[src/rtl/cpu_pkg.sv]
// Shared types and constants for the instruction sequencer.
package cpu_pkg;

    localparam int unsigned WORD_W = 16;

    typedef enum logic [1:0] {
        TYPE_R = 2'b00,
        TYPE_I = 2'b01,
        TYPE_P = 2'b10,
        TYPE_J = 2'b11
    } instr_type_e;

    typedef enum logic [2:0] {
        ST_FETCH  = 3'd0,
        ST_DECODE = 3'd1,
        ST_EXEC   = 3'd2,
        ST_MEM    = 3'd3,
        ST_WB     = 3'd4
    } state_e;

    typedef enum logic [1:0] {
        WB_ALU = 2'b00,
        WB_MEM = 2'b01,
        WB_PC1 = 2'b10
    } wb_sel_e;

    typedef enum logic [1:0] {
        PC_HOLD   = 2'b00,
        PC_INC    = 2'b01,
        PC_TARGET = 2'b10
    } pc_sel_e;

endpackage

[src/rtl/instr_sequencer_if.sv]
// Memory request/acknowledge bus between the sequencer and instruction/data memory.
interface instr_sequencer_if;
    import cpu_pkg::*;

    logic              mem_req;
    logic              mem_we;
    logic              mem_addr_sel;
    logic [WORD_W-1:0] mem_rdata;
    logic              mem_ack;

    modport master (output mem_req, mem_we, mem_addr_sel, input mem_rdata, mem_ack);
    modport slave  (input mem_req, mem_we, mem_addr_sel, output mem_rdata, mem_ack);
endinterface

[src/rtl/pc_unit.sv]
// Program counter register with hold / increment / jump-target selection.
module pc_unit
    import cpu_pkg::*;
(
    input  logic              clk,
    input  logic              rst_n,
    input  pc_sel_e           i_sel,
    input  logic [WORD_W-1:0] i_target,
    output logic [WORD_W-1:0] o_pc
);

    logic [WORD_W-1:0] r_pc;
    logic [WORD_W-1:0] w_pc_nxt;

    // Increment wraps naturally at the word width.
    always_comb begin
        w_pc_nxt = r_pc;
        case (i_sel)
            PC_INC:    w_pc_nxt = r_pc + WORD_W'(1);
            PC_TARGET: w_pc_nxt = i_target;
            default:   w_pc_nxt = r_pc;
        endcase
    end

    always_ff @(posedge clk or negedge rst_n) begin
        if (!rst_n) r_pc <= '0;
        else        r_pc <= w_pc_nxt;
    end

    assign o_pc = r_pc;

endmodule

[src/rtl/instr_sequencer.sv]
// Multi-cycle fetch/decode/execute/memory/writeback control sequencer.
module instr_sequencer
    import cpu_pkg::*;
(
    input  logic                  clk,
    input  logic                  rst_n,
    input  logic                  run,
    input  logic [1:0]            dec_type,
    input  logic                  dec_wb,
    input  logic                  dec_is_load,
    input  logic                  dec_is_jalr,
    input  logic                  cond_true,
    input  logic [WORD_W-1:0]     jmp_target,
    instr_sequencer_if.master     mem_bus,
    output logic [WORD_W-1:0]     ir,
    output logic [WORD_W-1:0]     pc,
    output logic                  reg_we,
    output logic [1:0]            wb_sel,
    output logic [WORD_W-1:0]     instret
);

    state_e            r_state, w_next;
    logic              r_fetch_pend;
    logic [WORD_W-1:0] r_ir;
    logic [WORD_W-1:0] r_instret;

    logic    w_mem_req, w_mem_we, w_addr_sel, w_reg_we;
    wb_sel_e w_wb_sel;
    pc_sel_e w_pc_sel;
    logic    w_fetch_done, w_retire;

    always_ff @(posedge clk or negedge rst_n) begin
        if (!rst_n) r_state <= ST_FETCH;
        else        r_state <= w_next;
    end

    // Fetch request is gated by rst_n so it drops the instant reset asserts.
    always_comb begin
        w_next     = r_state;
        w_mem_req  = 1'b0;
        w_mem_we   = 1'b0;
        w_addr_sel = 1'b0;
        w_reg_we   = 1'b0;
        w_wb_sel   = WB_ALU;
        w_pc_sel   = PC_HOLD;
        case (r_state)
            ST_FETCH: begin
                w_mem_req = rst_n & (run | r_fetch_pend);
                if (w_mem_req && mem_bus.mem_ack) w_next = ST_DECODE;
            end
            ST_DECODE: w_next = ST_EXEC;
            ST_EXEC: begin
                w_next   = ST_FETCH;
                w_pc_sel = PC_INC;
                case (instr_type_e'(dec_type))
                    TYPE_R, TYPE_I: begin
                        if (dec_wb) w_reg_we = 1'b1;
                    end
                    TYPE_P: begin
                        w_next   = ST_MEM;
                        w_pc_sel = PC_HOLD;
                    end
                    TYPE_J: begin
                        if (dec_is_jalr) begin
                            w_reg_we = 1'b1;
                            w_wb_sel = WB_PC1;
                            w_pc_sel = PC_TARGET;
                        end else if (cond_true) begin
                            w_pc_sel = PC_TARGET;
                        end
                    end
                    default: ;
                endcase
            end
            ST_MEM: begin
                w_mem_req  = 1'b1;
                w_addr_sel = 1'b1;
                w_mem_we   = ~dec_is_load;
                if (mem_bus.mem_ack) begin
                    if (dec_is_load) begin
                        w_next = ST_WB;
                    end else begin
                        w_next   = ST_FETCH;
                        w_pc_sel = PC_INC;
                    end
                end
            end
            ST_WB: begin
                w_reg_we = 1'b1;
                w_wb_sel = WB_MEM;
                w_pc_sel = PC_INC;
                w_next   = ST_FETCH;
            end
            default: w_next = ST_FETCH;
        endcase
    end

    assign w_fetch_done = (r_state == ST_FETCH) && w_mem_req && mem_bus.mem_ack;
    assign w_retire     = (r_state != ST_FETCH) && (w_next == ST_FETCH);

    // Pending flag keeps an issued fetch alive if run drops before the ack.
    always_ff @(posedge clk or negedge rst_n) begin
        if (!rst_n) begin
            r_fetch_pend <= 1'b0;
            r_ir         <= '0;
            r_instret    <= '0;
        end else begin
            r_fetch_pend <= (r_state == ST_FETCH) && w_mem_req && !mem_bus.mem_ack;
            if (w_fetch_done) r_ir <= mem_bus.mem_rdata;
            if (w_retire)     r_instret <= r_instret + WORD_W'(1);
        end
    end

    pc_unit u_pc_unit (
        .clk      (clk),
        .rst_n    (rst_n),
        .i_sel    (w_pc_sel),
        .i_target (jmp_target),
        .o_pc     (pc)
    );

    assign mem_bus.mem_req      = w_mem_req;
    assign mem_bus.mem_we       = w_mem_we;
    assign mem_bus.mem_addr_sel = w_addr_sel;
    assign ir                   = r_ir;
    assign reg_we               = w_reg_we;
    assign wb_sel               = w_wb_sel;
    assign instret              = r_instret;

endmodule

[src/flat_wrapper.sv]
// flat-port wrapper written by rule: the top's interface ports become plain ports
module instr_sequencer_flat import cpu_pkg::*;
  (clk, rst_n, run, dec_type, dec_wb, dec_is_load, dec_is_jalr, cond_true, jmp_target, ir, pc, reg_we, wb_sel, instret, mem_bus_mem_req, mem_bus_mem_we, mem_bus_mem_addr_sel, mem_bus_mem_rdata, mem_bus_mem_ack);
  instr_sequencer_if mem_bus_i ();
  input  logic clk;
  input  logic rst_n;
  input  logic run;
  input  logic [1:0] dec_type;
  input  logic dec_wb;
  input  logic dec_is_load;
  input  logic dec_is_jalr;
  input  logic cond_true;
  input  logic [WORD_W-1:0] jmp_target;
  output logic [WORD_W-1:0] ir;
  output logic [WORD_W-1:0] pc;
  output logic reg_we;
  output logic [1:0] wb_sel;
  output logic [WORD_W-1:0] instret;
  output wire logic [$bits(mem_bus_i.mem_req)-1:0] mem_bus_mem_req;
  output wire logic [$bits(mem_bus_i.mem_we)-1:0] mem_bus_mem_we;
  output wire logic [$bits(mem_bus_i.mem_addr_sel)-1:0] mem_bus_mem_addr_sel;
  input wire logic [$bits(mem_bus_i.mem_rdata)-1:0] mem_bus_mem_rdata;
  input wire logic [$bits(mem_bus_i.mem_ack)-1:0] mem_bus_mem_ack;
  assign mem_bus_mem_req = mem_bus_i.mem_req;
  assign mem_bus_mem_we = mem_bus_i.mem_we;
  assign mem_bus_mem_addr_sel = mem_bus_i.mem_addr_sel;
  assign mem_bus_i.mem_rdata = mem_bus_mem_rdata;
  assign mem_bus_i.mem_ack = mem_bus_mem_ack;
  instr_sequencer u_core (.clk(clk), .rst_n(rst_n), .run(run), .dec_type(dec_type), .dec_wb(dec_wb), .dec_is_load(dec_is_load), .dec_is_jalr(dec_is_jalr), .cond_true(cond_true), .jmp_target(jmp_target), .mem_bus(mem_bus_i), .ir(ir), .pc(pc), .reg_we(reg_we), .wb_sel(wb_sel), .instret(instret));
endmodule
[config.mk]
export PLATFORM = sky130hd
export DESIGN_NAME = instr_sequencer_flat
export DESIGN_NICKNAME = d
export VERILOG_FILES = /design/src/rtl/cpu_pkg.sv /design/src/rtl/instr_sequencer_if.sv /design/src/rtl/pc_unit.sv /design/src/rtl/instr_sequencer.sv /design/src/flat_wrapper.sv
export SDC_FILE = /design/constraint.sdc
export NUM_CORES = 1
export LEC_CHECK = 0
export CORE_MARGIN = 4
export CORE_UTILIZATION = 46
export CTS_BUF_LIST = sky130_fd_sc_hd__clkbuf_8
export DETAILED_ROUTE_END_ITERATION = 10
export GPL_ROUTABILITY_DRIVEN = 0
export PLACE_DENSITY = 0.89
export SYNTH_ARGS = -nofsm -noshare
export SYNTH_HDL_FRONTEND = slang
export SYNTH_SLANG_ARGS = --single-unit
[constraint.sdc]
create_clock -name clk -period 2.3 [get_ports clk]
set_input_delay 0.23 -clock clk [delete_from_list [all_inputs] [get_ports clk]]
set_output_delay 0.23 -clock clk [all_outputs]
set_load 0.03 [all_outputs]
==> results <==
==> area by class of cell <==
class	instances	area share, %
inverter	10	0.976
sequential	52	33.9
clock inverter	2	0.195
multi-input combinational	189	34.2
clock buffer	6	2.15
tap	72	2.34
timing repair buffer	104	26.3
==> cell usage after synthesis, types with 2 or more instances <==
cell | instances | share of area, %
o22a_1 | 2 | 0.65
nor4_1 | 8 | 1.9
nand3_1 | 18 | 3.3
nor3b_1 | 2 | 0.56
or2_2 | 2 | 0.47
nand2b_1 | 3 | 0.70
nor2_1 | 18 | 2.5
inv_1 | 10 | 1.4
ha_1 | 3 | 1.4
mux2_2 | 9 | 3.8
mux2i_1 | 5 | 1.9
nand4_1 | 8 | 1.9
o2bb2ai_1 | 2 | 0.65
o22ai_1 | 2 | 0.47
buf_6 | 2 | 0.84
and3_1 | 5 | 1.2
clkbuf_1 | 5 | 0.70
xnor2_1 | 14 | 4.6
nor3_1 | 8 | 1.5
mux2_4 | 9 | 5.0
o311ai_0 | 3 | 0.98
nand2_1 | 22 | 3.1
o21ai_0 | 8 | 1.5
dfrtp_1 | 52 | 48
a21oi_1 | 10 | 1.9
a31oi_1 | 3 | 0.70
a22oi_1 | 5 | 1.4
nor2b_1 | 6 | 1.4
==> stage by stage <==
stage	util, %	hold slack, ns	setup WS [ns]	power (mW)	instance area, um2
finish	69.0	0.0760	0.132	3.40	3850
global route	69.0	0.116	0.0480	3.61	3850
CTS	69.0	0.0818	0.0264	3.44	3840
detailed placement	67.4	0.410	0.00743	2.91	3750
global placement	67.4	0.407	0.0982	2.86	3750
floorplan	-	-0.0656	0.0820	2.22	2700
==> metal layers <==
metal / vias up / share of wire [%] / GRT usage [%]
met5: - / 0 / 0
met4: 0 / 1.6 / 5.76
met3: 12 / 4.7 / 3.53
met2: 79 / 53 / 36.7
met1: 1166 / 41 / 26.5
li1: 1147 / - / -
==> flip-flops by register name, indices dropped and copies added, names as in the netlist <==
name                   count
u_core.r_fetch_pend        1
u_core.ir                 16
u_core.instret            16
u_core.r_state             3
u_core.u_pc_unit.o_pc     16
==> logic make-up after synthesis <==
logic type | count (synthesis) | share of synthesized area, %
mux | 23 | 10.7
buf+inv | 17 | 2.93
simple gates | 105 | 20.6
flops | 52 | 48.4
fa+ha+maj | 3 | 1.40
compound gates | 43 | 11.2
xor+xnor | 15 | 4.88
==> repair_timing <==
item                       in CTS  in global routing
setup endpoints to repair       1                  6
hold endpoints to repair        0                  0
resized for setup               1                  2
pin swaps                       0                  0
==> how the worst max path moves through the flow <==
stage	to	slack, ns	cells past startpoint
6_report	mem_bus_mem_we	0.13	4
5_1_grt	wb_sel[1]	0.05	4
4_1_cts	mem_bus_mem_we	0.03	4
3_5_place_dp	u_core.u_pc_unit.o_pc[6]	0.007	8
3_3_place_gp	u_core.u_pc_unit.o_pc[9]	0.1	8
2_1_floorplan	u_core.u_pc_unit.o_pc[10]	0.08	7
==> worst max-delay path, cell delays in order (launching register included) <==
cell             delay [ns]
dfrtp_2                0.48
nand2_1                0.07
or2_2                  0.31
nor2_1                 0.11
clkdlybuf4s50_1        0.68
==> power by group through the flow <==
stage	Combinational [mW]	Clock [mW]	Sequential (mW)
after floorplan	0.469	0	1.75
after global placement	1.50	0	1.36
after detailed placement	1.53	0	1.38
after CTS	1.54	0.531	1.37
after global routing	1.62	0.579	1.41
final	1.52	0.507	1.37
==> results.py <==
metrics = {
    "status": {
        "status": "complete, no violations",
    },
    "finish": {
        "drive_gt1_share_pct": 11.8,
        "final_common_cell": "clkdlybuf4s50_1",
        "areaGrowthSynthToFinish_pct": 43.0,
        "multiInputGateArea_mm2": 0.00132,
        "register_area_mm2": 0.00130,
        "stdcell_count": 435,
        "final_cell_mix": "clkdlybuf4s50_1 (92), dfrtp_1 (50), nand2_1 (22), nor2_1 (18), nand3_1 (18)",
        "nFillCells": 434,
        "fin_nets": 407,
        "n_antenna_cell": 0,
    },
    "clocking": {
        "ctsRootBufferMaster": "clkbuf_8",
        "clk_latency_ns": 0.29,
        "numCtsBuffers": 5,
        "htree_levels": 2,
        "postCtsSetupRepairBufs": 0,
        "clk_path_buf_depth": 2,
        "cts.hold.buffers_added": 0,
        "path_clk_slew_ns": 0.08,
        "cts_tree": "yes",
        "cts.sinks": 52,
    },
    "setup_path": {
        "reg2reg_setup_slack_ns": 0.19,
        "startpoint": "u_core.r_state[0]",
        "critPathArrivalTime_ns": 1.94,
        "startpoint_type": "flip-flop",
        "reg2regPathDepth": 6,
        "crit_fanout": 8,
        "worstSetupEndpointType": "primary output",
        "r2r_start": "u_core.r_state[1]",
        "reg2reg_to": "u_core.u_pc_unit.o_pc[6]",
        "required_ns": 2.07,
        "crit_type": "reg -> out",
    },
    "synthesis": {
        "syn-num-nets": 303,
        "synth.distinct_cells": 42,
        "ys_ff_latch": 52,
        "ys_warn_count": 0,
        "syn_avg_cell_area_um2": 10.4,
        "ys_seq_area_share_pct": 48.4,
        "synthCells": 258,
        "synth-edff-count": 0,
        "synthArstFlopShare_pct": 100,
        "synth_area_mm2": 0.00269,
        "yosys_most_used_dff": "dfrtp_1",
    },
    "die": {
        "num_io_pins": 96,
        "die_w_um": 84.5,
        "std_cell_rows": 27,
        "die_y_um": 84.5,
        "initial_core_util_pct": 48.3,
        "die_area_mm2": 0.00714,
        "coreArea_mm2": 0.00557,
    },
    "power": {
        "p_sw_share_pct": 39.2,
        "clkPwrFrac_pct": 14.9,
        "power_frac_comb_pct": 44.8,
        "power_switching_mw": 1.33,
        "power.internal_mw": 2.07,
        "pwr-share-seq_pct": 40.3,
        "p_per_area_mw_per_mm2": 885,
        "leakage_nw": 1.59,
        "ir_drop_v": 0.000744,
    },
    "timing": {
        "tns_ns": 0,
        "fmax_mhz": 461,
        "report.final.slew_viol_count": 0,
        "slew_headroom_pct": 53.5,
        "fin_skew_ns": 0.00741,
        "rsz0062_at_grt": "false",
        "fin_crit_sh_pct": 94.3,
        "worstMarginPinSlew_ns": 0.692,
        "setup_viol": 0,
        "finalHoldViolations": 0,
        "fin_crit_ns": 2.17,
    },
    "drt": {
        "wirelength_um": 7080,
        "dr.pass1.iters": 4,
        "drt_iter0_drc": 149,
        "drc": 0,
        "viasPerCell": 5.53,
        "num_vias": 2404,
        "wl_per_cell_um": 16.3,
        "drtAntennaViolNets": 0,
    },
    "global_route": {
        "grt_overflow": 0,
        "grt_antenna_before_repair": 0,
        "grt_max_degree": 53,
        "grt_pass1_wl_um": 12200,
        "grtUsageTotal_pct": 20.9,
        "grt_pass1_vias": 2527,
    },
    "hold_path": {
        "worstHoldPathType": "in -> async",
    },
    "placement": {
        "hpwlAfterDp_um": 5320,
        "port-buffer-count": 95,
        "dp.cells": 427,
    },
    "flow_run": {
        "cap_viol_max_count": 0,
    },
}
Power figures use the tool's default switching activity.
